$ cat src/rtl/cc_line_fill_unit_p.sv
// Line fill engine: pops one miss, gathers BEATS wrapped R beats into a line, writes it once; wren_o one cycle after last beat.
// Backpressure: R stalled outside FILL, write held until wr_ready_i. CC_FILL_CRIT_BYPASS_EN adds a critical-beat bypass.
module cc_line_fill_unit_p #(
    parameter int DATA_W     = 64,
    parameter int LINE_BYTES = 64,
    parameter int INDEX_W    = 9,
    parameter int ADDR_W     = 32,
    localparam int LINE_W    = LINE_BYTES * 8,
    localparam int BEATS     = LINE_W / DATA_W,
    localparam int OFF_W     = $clog2(LINE_BYTES),
    localparam int BSEL_W    = $clog2(BEATS),
    localparam int TAG_W     = ADDR_W - INDEX_W - OFF_W
) (
    input  logic               clk,
    input  logic               rst,
    input  logic [DATA_W-1:0]  mem_rdata_i,
    input  logic               mem_rlast_i,
    input  logic               mem_rvalid_i,
    output logic               mem_rready_o,
    input  logic               miss_addr_fifo_empty_i,
    input  logic [ADDR_W-1:0]  miss_addr_fifo_rdata_i,
    output logic               miss_addr_fifo_rden_o,
    output logic               wren_o,
    input  logic               wr_ready_i,
    output logic [INDEX_W-1:0] waddr_o,
    output logic [TAG_W:0]     wdata_tag_o,
    output logic [LINE_W-1:0]  wdata_data_o,
    output logic               busy_o,
    output logic               rlast_err_o
`ifdef CC_FILL_CRIT_BYPASS_EN
    ,
    output logic               crit_valid_o,
    output logic [DATA_W-1:0]  crit_data_o,
    output logic [INDEX_W-1:0] crit_index_o
`endif
);

    typedef enum logic [1:0] {IDLE, FILL, WRITE} state_t;

    localparam logic [BSEL_W:0] LAST_CNT = (BSEL_W + 1)'(BEATS - 1);

    state_t              state;
    logic [BSEL_W:0]     cnt;
    logic [BSEL_W-1:0]   start_q;
    logic [BSEL_W-1:0]   slot;
    logic                early_last;
    logic                fill_beat;
    logic                pop;

    assign fill_beat = mem_rready_o && mem_rvalid_i;
    assign slot      = start_q + cnt[BSEL_W-1:0];
    // Show-ahead FIFO: the pop is decided combinationally in the same cycle the head is latched.
    assign pop = !rst && !miss_addr_fifo_empty_i &&
                 ((state == IDLE) || (state == WRITE && wren_o && wr_ready_i));
    assign miss_addr_fifo_rden_o = pop;

    generate
        if (OFF_W > BSEL_W) begin : g_low_bits
            logic unused_addr_bits;
            assign unused_addr_bits = ^miss_addr_fifo_rdata_i[OFF_W-BSEL_W-1:0];
        end
    endgenerate

    always_ff @(posedge clk) begin
        if (rst) begin
            state        <= IDLE;
            cnt          <= '0;
            start_q      <= '0;
            early_last   <= 1'b0;
            mem_rready_o <= 1'b0;
            wren_o       <= 1'b0;
            busy_o       <= 1'b0;
            rlast_err_o  <= 1'b0;
            waddr_o      <= '0;
            wdata_tag_o  <= '0;
            wdata_data_o <= '0;
`ifdef CC_FILL_CRIT_BYPASS_EN
            crit_valid_o <= 1'b0;
            crit_data_o  <= '0;
            crit_index_o <= '0;
`endif
        end else begin
            rlast_err_o <= 1'b0;
`ifdef CC_FILL_CRIT_BYPASS_EN
            crit_valid_o <= 1'b0;
`endif
            case (state)
                IDLE: begin
                    if (pop) begin
                        state        <= FILL;
                        mem_rready_o <= 1'b1;
                        busy_o       <= 1'b1;
                    end
                end
                FILL: begin
                    if (fill_beat) begin
                        for (int k = 0; k < BEATS; k++) begin
                            if (slot == BSEL_W'(k))
                                wdata_data_o[k*DATA_W +: DATA_W] <= mem_rdata_i;
                        end
                        cnt <= cnt + 1'b1;
`ifdef CC_FILL_CRIT_BYPASS_EN
                        if (cnt == '0) begin
                            crit_valid_o <= 1'b1;
                            crit_data_o  <= mem_rdata_i;
                            crit_index_o <= waddr_o;
                        end
`endif
                        // A protocol error never shortens the fill; it is only reported.
                        if (cnt == LAST_CNT) begin
                            state        <= WRITE;
                            mem_rready_o <= 1'b0;
                            wren_o       <= 1'b1;
                            rlast_err_o  <= !mem_rlast_i || early_last;
                        end else if (mem_rlast_i) begin
                            early_last <= 1'b1;
                        end
                    end
                end
                WRITE: begin
                    if (wr_ready_i) begin
                        wren_o <= 1'b0;
                        if (pop) begin
                            state        <= FILL;
                            mem_rready_o <= 1'b1;
                        end else begin
                            state  <= IDLE;
                            busy_o <= 1'b0;
                        end
                    end
                end
                default: state <= IDLE;
            endcase

            if (pop) begin
                waddr_o     <= miss_addr_fifo_rdata_i[OFF_W+INDEX_W-1:OFF_W];
                wdata_tag_o <= {1'b1, miss_addr_fifo_rdata_i[ADDR_W-1:OFF_W+INDEX_W]};
                start_q     <= miss_addr_fifo_rdata_i[OFF_W-1:OFF_W-BSEL_W];
                cnt         <= '0;
                early_last  <= 1'b0;
            end
        end
    end

endmodule

$ cat config.mk
export PLATFORM = sky130hd
export DESIGN_NAME = cc_line_fill_unit_p
export DESIGN_NICKNAME = d
export VERILOG_FILES = /design/src/rtl/cc_line_fill_unit_p.sv
export SDC_FILE = /design/constraint.sdc
export NUM_CORES = 1
export LEC_CHECK = 0
export ABC_AREA = 1
export CORE_AREA = 2 2 249 251
export CTS_CLUSTER_SIZE = 40
export DETAILED_ROUTE_END_ITERATION = 6
export DIE_AREA = 0 0 251 253
export DONT_BUFFER_PORTS = 1
export SYNTH_ARGS = -nofsm -noshare
export SYNTH_HDL_FRONTEND = slang
export SYNTH_SLANG_ARGS = --single-unit
export TNS_END_PERCENT = 10
$ cat constraint.sdc
create_clock -name clk -period 4.1 [get_ports clk]
set_input_delay 1.025 -clock clk [delete_from_list [all_inputs] [get_ports clk]]
set_output_delay 1.025 -clock clk [all_outputs]
set_load 0.01 [all_outputs]
==> results.cfg, run 1 <==
[logic_synthesis]
ys_warn_count = 0
synth_top_family_by_area = simple AND/OR/NAND/NOR gates
yosysMostFrequentCell = nor2_1
ys.flop_type = dfxtp_1
synth-compound-area-share_pct = 0.8941
ys_async_sr_fraction_pct = 0
ys_top_cells_by_count = nor2_1 (1093), dfxtp_1 (553), nand2_1 (530)
avgSynthCellArea_um2 = 7.272
ys_ff_latch = 553
synth_simple_gate_area_share_pct = 40.31
yosysTopAreaCell = dfxtp_1
synth_area_leaders = dfxtp_1 (49%), nor2_1 (18%), nand3_1 (12%), nand2_1 (8.9%), buf_6 (4.8%)
synth_cells = 3079
yosysTopAreaCellShare_pct = 49.44
yosys.cell_types.count = 25
synth_edf_count = 0
syn_nets = 3184
synthAdderAreaFrac_pct = 0.2012
yosysSeqAreaShare_pct = 49.44
synthMuxAreaShare_pct = 0
synth_area_um2 = 22390
synth_xor_area_share_pct = 0

[drt]
wl_um = 75360
met1_length_um = 29550
wl_met3_um = 7988
drt_first_pass_iters = 5
wl_met2_um = 34970
drt_iter0_drc = 1462
ant_nets = 0
drc_errors = 0
vias = 19230
top_layer = met4
routedWlPerCell_um = 19.92
via_per_inst = 5.082

[place]
dp_cells = 3682
io_buffers = 0
dpl_cell_area_um2 = 22230
hpwl_um = 46220
gp_congestion = 0.8257

[timing]
slew_headroom_pct = 31.13
min_period_ns = 2.871
slew_violations = 0
finalSetupTns_ns = 0
finalSetupViolations = 0
period_share_pct = 70.02
tightestPinTransition_ns = 1.033
fmax_ghz = 0.3483
finClkSkew_ns = 0.01309
rsz0062_at_grt = false
hold_viol = 0

[clock_network]
cts-hold-fix-buffers = 0
cts.sinks = 553
path_clk_slew_ns = 0.06
cts_setup_buffers = 0
cts_tree = yes
htreeDepth = 2
cts.path.max_buffers = 3
clk_latency_ns = 0.61
cts_made_buffers = 58
root_buffer = clkbuf_16
postCtsResizedCells = 0

[power]
power_density_nw_per_um2 = 467.0
power_leakage_uw = 0.009696
p_sw_uw = 2678
combinationalPowerShare_pct = 5.1
pwr-share-seq_pct = 48.4
ir_drop_uv = 359.9
switching_share_pct = 23.79
p_clk_share_pct = 46.5
p_int_uw = 8576

[cells_and_area]
layout.nets = 3057
layout-drive-gt1-share_pct = 5.077
final_area_um2 = 24100
stdcell_count = 3784
area_delta_synth_final_pct = 7.639
antennaDiodeCount = 0

[setup_path]
cp_max_fo = 142
cp.arrival_ns = 3.36
startpoint_type = register
crit_path_end_kind = register
criticalPathCategory = reg2reg
crit_required_ns = 4.59

[floorplanning]
row_count = 91
die_area_um2 = 63500
die_w_um = 251
core_area_um2 = 61030
dieHeight_um = 253
start_util_pct = 36.69
ios = 646

[flow_run]
cap_viol_max_count = 0

[global_route]
grt_max_degree = 144
antenna_found_initial = 1
grt.total_usage_pct = 22.44
grt_pass1_vias = 17260
grt_overflow = 0
grt_pass1_wl_um = 111300

[outcome]
outcome = completed

[hold_path]
hp-class = reg2reg
## layer usage
metal	track usage, %	vias to the layer above
li1	-	9362
met1	27.39	8903
met2	36.22	804
met3	8.049	163
met4	8.469	0
met5	0	-
## power groups by stage
stage	clock (uW)	sequential [uW]	combinational, uW
floorplan	0	5550	468
global placement	0	5570	572
finish	5230	5450	575
global route	5560	5450	637
CTS	5330	5450	573
detailed placement	0	5570	573
## critical path, stage by stage (launching register included)
cell and delay [ns]:
dfxtp_1 0.40, ha_1 0.17, inv_1 0.04, fa_1 0.42, inv_1 0.11, nand2_2 0.09, nand2_8 0.41, buf_12 0.43
nand3_1 0.15, nand2_1 0.13, nor2_1 0.05
## cell type report
| cell class | instances | area [um2] |
|---|---|---|
| Tap cell | 790 | 988.4 |
| Fill cell | 6475 | 36930 |
| Clock inverter | 11 | 111.4 |
| Clock buffer | 91 | 1759 |
| Multi-Input combinational cell | 2216 | 9318 |
| Timing Repair Buffer | 39 | 530.5 |
| Inverter | 84 | 322.8 |
| Sequential cell | 553 | 11070 |
## logic make-up (layout without fill, tap and decap cells)
family	after synthesis	after routing
simple gates	2173	2173
flops	553	553
buf+inv	310	225
compound gates	40	40
fa+ha+maj	3	3
## path summary, 6_finish.rpt
| kind | end | slack, ns | start | cells past startpoint |
|---|---|---|---|---|
| setup reg to reg | wdata_data_o[30]$_SDFFE_PP0P_ | 1.23 | cnt[0]$_SDFFE_PP0P_ | 10 |
| setup / recovery | wdata_data_o[30]$_SDFFE_PP0P_ | 1.23 | cnt[0]$_SDFFE_PP0P_ | 10 |
| hold / removal | early_last$_SDFFE_PP0P_ | 0.48 | early_last$_SDFFE_PP0P_ | 2 |
| hold reg to reg | early_last$_SDFFE_PP0P_ | 0.48 | early_last$_SDFFE_PP0P_ | 2 |
## state kept, by name, summed over array words and instances, names as in the netlist
register,cells
start_q,3
wdata_data_o,512
cnt,4
mem_rready_o,1
waddr_o,9
early_last,1
wren_o,1
rlast_err_o,1
busy_o,1
wdata_tag_o,18
state,2
## cells in the final DEF, fill, tap and decap left out
master      synthesis  final
nor3b_1             1      1
o21ai_0            32     32
nor2_8              9      9
nor3_1              2      2
fa_1                1      1
nor2_4              0      4
nand4_1             2      2
ha_1                2      2
buf_4               1     20
clkinv_2            0      7
inv_6               0      1
nand3_2             4      4
inv_1              80     80
bufinv_16           0      2
nand3_1           524    524
a21oi_1             8      8
nor2_1           1093   1089
dfxtp_1           553    553
buf_12              0     19
clkinvlp_4          0      1
nand2_8             0      2
nand2_2             5      5
nor2_2              1      1
inv_2               4      3
clkbuf_8            7     12
inv_8               0      1
clkbuf_16           0     61
nand2_1           530    530
clkbuf_1           29     18
## through the flow
stage,setup slack (ns),util [%],hold WS (ns),total power [uW]
floorplan,1.304,-,0.4275,6023
global placement,1.155,36.43,0.4567,6137
detailed placement,1.091,36.43,0.4623,6138
CTS,1.236,39.49,0.4394,11350
global route,1.024,39.49,0.4506,11640
finish,1.229,39.49,0.4757,11250
Note: power is estimated with default switching activity, not from simulation.
==> inputs of run 2 (changes only) <==
==> constraint.sdc (replaced) <==
create_clock -name clk -period 2.45 [get_ports clk]
set_input_delay 0.6125 -clock clk [delete_from_list [all_inputs] [get_ports clk]]
set_output_delay 0.6125 -clock clk [all_outputs]
set_load 0.01 [all_outputs]
==> run 2 against run 1 <==
Count of clock-buffer cells in the layout stayed put. Core utilization is 1.7 points higher. Clock power is 76% higher. Clock skew is 0.0019 ns higher.
==> results.cfg, run 2 (synthesized netlist as in run 1, its figures left out) <==
[outcome]
outcome = completed

[clock_network]
cts_tree = yes
clk_latency_ns = 0.62
cts.path.max_buffers = 3
cts.sinks = 553
cts_made_buffers = 60
path_clk_slew_ns = 0.06
root_buffer = clkbuf_16
htreeDepth = 2

[cells_and_area]
final_cell_mix = nor2_1 (1088), dfxtp_1 (551), nand2_1 (530)
reg_top3 = wdata_data_o x512, wdata_tag_o x18, waddr_o x9
antennaDiodeCount = 0
final_area_um2 = 25130
layout-drive-gt1-share_pct = 7.725
largest_register_ffs = 512
layout_commonest_cell = nor2_1
area_delta_synth_final_pct = 12.24
layout.nets = 3123
regMostFlops = wdata_data_o

[timing]
finalSetupViolations = 0
rsz0062_at_grt = true
slew_violations = 0
finalSetupTns_ns = 0
finClkSkew_ns = 0.01501
tightestPinTransition_ns = 0.8895
fmax_ghz = 0.4297
hold_viol = 0
period_share_pct = 94.98
min_period_ns = 2.327
slew_headroom_pct = 40.56

[drt]
wl_um = 76090
drt_iter0_drc = 1348
routedWlPerCell_um = 19.72
drt_first_pass_iters = 5
ant_nets = 0
drc_errors = 0
vias = 19590
via_per_inst = 5.076

[floorplanning]
row_count = 91
die_w_um = 251
dieHeight_um = 253
start_util_pct = 36.69
die_area_um2 = 63500
ios = 646
core_area_um2 = 61030

[global_route]
grt_overflow = 0
grt_max_degree = 86
grt_pass1_wl_um = 113200
antenna_found_initial = 0
grt.total_usage_pct = 22.74
grt_pass1_vias = 17940

[setup_path]
rr_worst_depth = 7
crit_path_end_kind = register
cp_max_fo = 22
r2r_slack_ns = 0.12
cp.arrival_ns = 2.87
crit_required_ns = 2.99
criticalPathCategory = reg2reg
r2r-start = cnt[0]$_SDFFE_PP0P_
startpoint_type = register
timing.rr.end = wdata_data_o[41]$_SDFFE_PP0P_

[hold_path]
hold_path.startpoint = rst
hp-class = in2reg
holdPathStages = 1
whs_endpoint = state[1]$_SDFFE_PP0P_

[power]
power_leakage_uw = 0.01019
ir_drop_uv = 539.9
power_density_nw_per_um2 = 771.3

[place]
dpl_cell_area_um2 = 23030
gp_congestion = 0.8290
io_buffers = 0
hpwl_um = 49390

[flow_run]
cap_viol_max_count = 0
[run 2: cell types whose count changed in the layout (fill, tap and decap cells not counted), moves of 3 or more]
cell	previous run	this run
buf_12	19	43
clkinvlp_4	1	4
buf_4	20	54
clkbuf_8	12	17
buf_16	0	3
clkbuf_1	18	14
[run 2: repair_timing]
action                     in CTS  in global routing
hold buffers                    0                  0
pin swaps                       2                  6
hold endpoints to repair        0                  0
setup endpoints to repair      40                154
gates resized for setup         2                 11
buffers inserted                0                  0
cloned                          1                  1
[run 2: critical path, cell delays in order (launching register included)]
cell and delay [ns]:
dfxtp_2 0.33, ha_1 0.15, inv_2 0.04, fa_2 0.60
nand3_4 0.17, nor2_4 0.74, nor2_1 0.09, nor2_1 0.13
[run 2: per-stage QoR]
stage | instances | hold WS [ns] | worst slack [ns] | util [%] | power, uW
6_report | 3858 | 0.05432 | 0.1231 | 41.18 | 19380
5_1_grt | 3858 | 0.02105 | -0.03643 | 41.18 | 20010
4_1_cts | 3857 | 0.009889 | 0.00002109 | 41.08 | 19520
3_5_place_dp | 3744 | 0.4605 | -0.1136 | 37.74 | 10360
3_3_place_gp | 3744 | 0.4474 | -0.09158 | 37.74 | 10370
2_1_floorplan | 3079 | 0.4275 | 0.4089 | - | 10080
[run 2: worst max-delay path by stage]
stage / from / endpoint / slack [ns] / depth (start not counted)
6_report: cnt[0]$_SDFFE_PP0P_ / wdata_data_o[41]$_SDFFE_PP0P_ / 0.12 / 7
5_1_grt: cnt[0]$_SDFFE_PP0P_ / wdata_data_o[25]$_SDFFE_PP0P_ / -0.04 / 8
4_1_cts: cnt[0]$_SDFFE_PP0P_ / wdata_data_o[20]$_SDFFE_PP0P_ / 0.00002 / 8
3_5_place_dp: cnt[0]$_SDFFE_PP0P_ / wdata_data_o[98]$_SDFFE_PP0P_ / -0.11 / 8
3_3_place_gp: cnt[0]$_SDFFE_PP0P_ / wdata_data_o[105]$_SDFFE_PP0P_ / -0.09 / 8
2_1_floorplan: cnt[0]$_SDFFE_PP0P_ / wdata_data_o[326]$_SDFFE_PP0P_ / 0.41 / 11
[run 2: cell type report]
class	instances	area, um2
fill	6410	35900
clock inverter	21	227.7
inverter	84	322.8
sequential	553	11070
tap	790	988.4
timing repair buffer	101	1360
clock buffer	91	1788
multi-input combinational	2218	9370
[run 2: metal layers]
layer | up-vias | track usage, % | part of all wire, %
li1 | 9532 | - | -
met3 | 149 | 7.689 | 10
met5 | - | 0 | 0
met1 | 9114 | 27.35 | 39
met2 | 790 | 37.52 | 47
met4 | 0 | 8.656 | 3.5
[run 2: power breakdown]
group / internal (uW) / total (uW) / switching, uW
Combinational: 289 / 1070 / 777
Sequential: 9050 / 9110 / 67.0
Clock: 5350 / 9200 / 3850
Total: 14700 / 19400 / 4690
==> inputs of run 3 (changes only) <==
--- a/config.mk
+++ b/config.mk
@@ -11,6 +11,9 @@
 export DETAILED_ROUTE_END_ITERATION = 6
 export DIE_AREA = 0 0 251 253
 export DONT_BUFFER_PORTS = 1
+export GPL_ROUTABILITY_DRIVEN = 0
+export PLACE_DENSITY = 0.51
+export SKIP_LAST_GASP = 1
 export SYNTH_ARGS = -nofsm -noshare
 export SYNTH_HDL_FRONTEND = slang
 export SYNTH_SLANG_ARGS = --single-unit
==> run 3 against run 2 <==
Worst hold slack improved by 0.018 ns. Critical path depth increased by 3. Routed wire length is 2.4% higher. Via count up 1.1%.
==> results.cfg, run 3 (synthesized netlist as in run 1, its figures left out) <==
[drt]
vias = 19790
drt_iter0_drc = 1425
drc_errors = 0
via_per_inst = 5.127
ant_nets = 0
wl_um = 77880
routedWlPerCell_um = 20.18
drt_first_pass_iters = 6

[timing]
rsz0062_at_grt = true
finalSetupViolations = 0
finalSetupTns_ns = 0
min_period_ns = 2.384
slew_violations = 0
tightestPinTransition_ns = 0.6486
finClkSkew_ns = 0.02201
hold_viol = 0
fmax_ghz = 0.4194
period_share_pct = 97.31
slew_headroom_pct = 56.76
fin_ws_ns = 0.06586
fin_worst_hold_slack_ns = 0.07200

[cells_and_area]
layout-drive-gt1-share_pct = 7.492
area_delta_synth_final_pct = 12.00
final_cell_mix = nor2_1 (1089), dfxtp_1 (553), nand2_1 (530)
antennaDiodeCount = 0
layout_commonest_cell = nor2_1
layout.area.seq_um2 = 11070
final_area_um2 = 25080
n_fill_cell = 6239
layout.nets = 3127
multiInputGateArea_um2 = 9318
regMostFlops = wdata_data_o
reg_top3 = wdata_data_o x512, wdata_tag_o x18, waddr_o x9
largest_register_ffs = 512

[outcome]
outcome = completed

[floorplanning]
ios = 646
start_util_pct = 36.69
core_area_um2 = 61030
die_w_um = 251
dieHeight_um = 253
die_area_um2 = 63500
row_count = 91

[setup_path]
startpoint_type = register
criticalPathCategory = reg2reg
startpoint = cnt[0]$_SDFFE_PP0P_
crit_required_ns = 2.95
r2r-start = cnt[0]$_SDFFE_PP0P_
cp_max_fo = 60
cp.arrival_ns = 2.89
crit_path_end_kind = register

[global_route]
grt.total_usage_pct = 23.08
grt_max_degree = 100
grt_pass1_vias = 17860
grt_overflow = 0
antenna_found_initial = 0
grt_pass1_wl_um = 113700

[place]
hpwl_um = 51960
io_buffers = 0
pre_cts_ws_ns = 0.07351
dpl_cell_area_um2 = 23020

[clock_network]
clk_latency_ns = 0.62
cts_setup_buffers = 0
htreeDepth = 2
cts_tree = yes
cts.sinks = 553
cts-hold-fix-buffers = 0
cts.path.max_buffers = 3
root_buffer = clkbuf_16
path_clk_slew_ns = 0.06
cts_made_buffers = 59

[hold_path]
hp-class = in2reg
hold_path.startpoint = rst

[flow_run]
cap_viol_max_count = 0

[power]
ir_drop_uv = 592.3
power_density_nw_per_um2 = 778.0
total_power_uw = 19510
power_leakage_uw = 0.01022
run 3: cell count changes in the layout (fill, tap and decap cells not counted), moves of 2 or more:
cell	delta
buf_4	+12
dfxtp_2	-2
nand3_1	+2
buf_12	-4
clkbuf_1	+2
nor2_4	-2
dfxtp_1	+2
clkbuf_8	-3
bufinv_16	+3
clkinvlp_4	-4
nand3_4	-2
run 3: critical path: stages (launching register included):
cell     delay [ns]
dfxtp_1        0.32
ha_1           0.19
inv_1          0.06
fa_1           0.42
inv_1          0.15
nand3_1        0.21
nor2_4         0.21
buf_12         0.27
nand3_1        0.21
nand2_1        0.11
nor2_1         0.04
run 3: final timing paths:
path / endpoint / slack, ns / depth (start not counted)
setup / recovery: wdata_data_o[155]$_SDFFE_PP0P_ / 0.07 / 10
hold / removal: state[0]$_SDFFE_PP0P_ / 0.07 / 1
setup reg to reg: wdata_data_o[155]$_SDFFE_PP0P_ / 0.07 / 10
hold reg to reg: rlast_err_o$_SDFF_PP0_ / 0.46 / 2
run 3: repair_timing:
action,in CTS,in global routing
gates resized for setup,0,2
endpoints found under the hold margin,0,0
setup endpoints to repair,0,89
run 3: area by class of cell:
cell class              count  share of cell area, %
clock buffers              90                  6.995
clock inverters            19                  1.068
inverters                  84                  1.287
multi-input cells        2216                  37.16
flip-flops and latches    553                  44.15
well taps                 790                  3.942
repair buffers            108                  5.408
run 3: per-layer routing:
layer,share of wire [%],up-vias,wire [um],global-route usage (%)
met5,0,-,0,0
met1,39,9278,30740,27.82
met2,47,839,36440,38.31
met3,10,147,8031,7.987
met4,3.4,0,2676,7.891
li1,-,9528,-,-
run 3: power by group:
part	switching (uW)	internal [uW]
logic	783	307
clock network	3760	5550
registers	68.0	9050
total	4610	14900
run 3: metrics by stage:
stage,util (%),instances
final,41.09,3860
after global routing,41.09,3860
after CTS,41.03,3859
after detailed placement,37.71,3750
after global placement,37.71,3750
after floorplan,-,3079
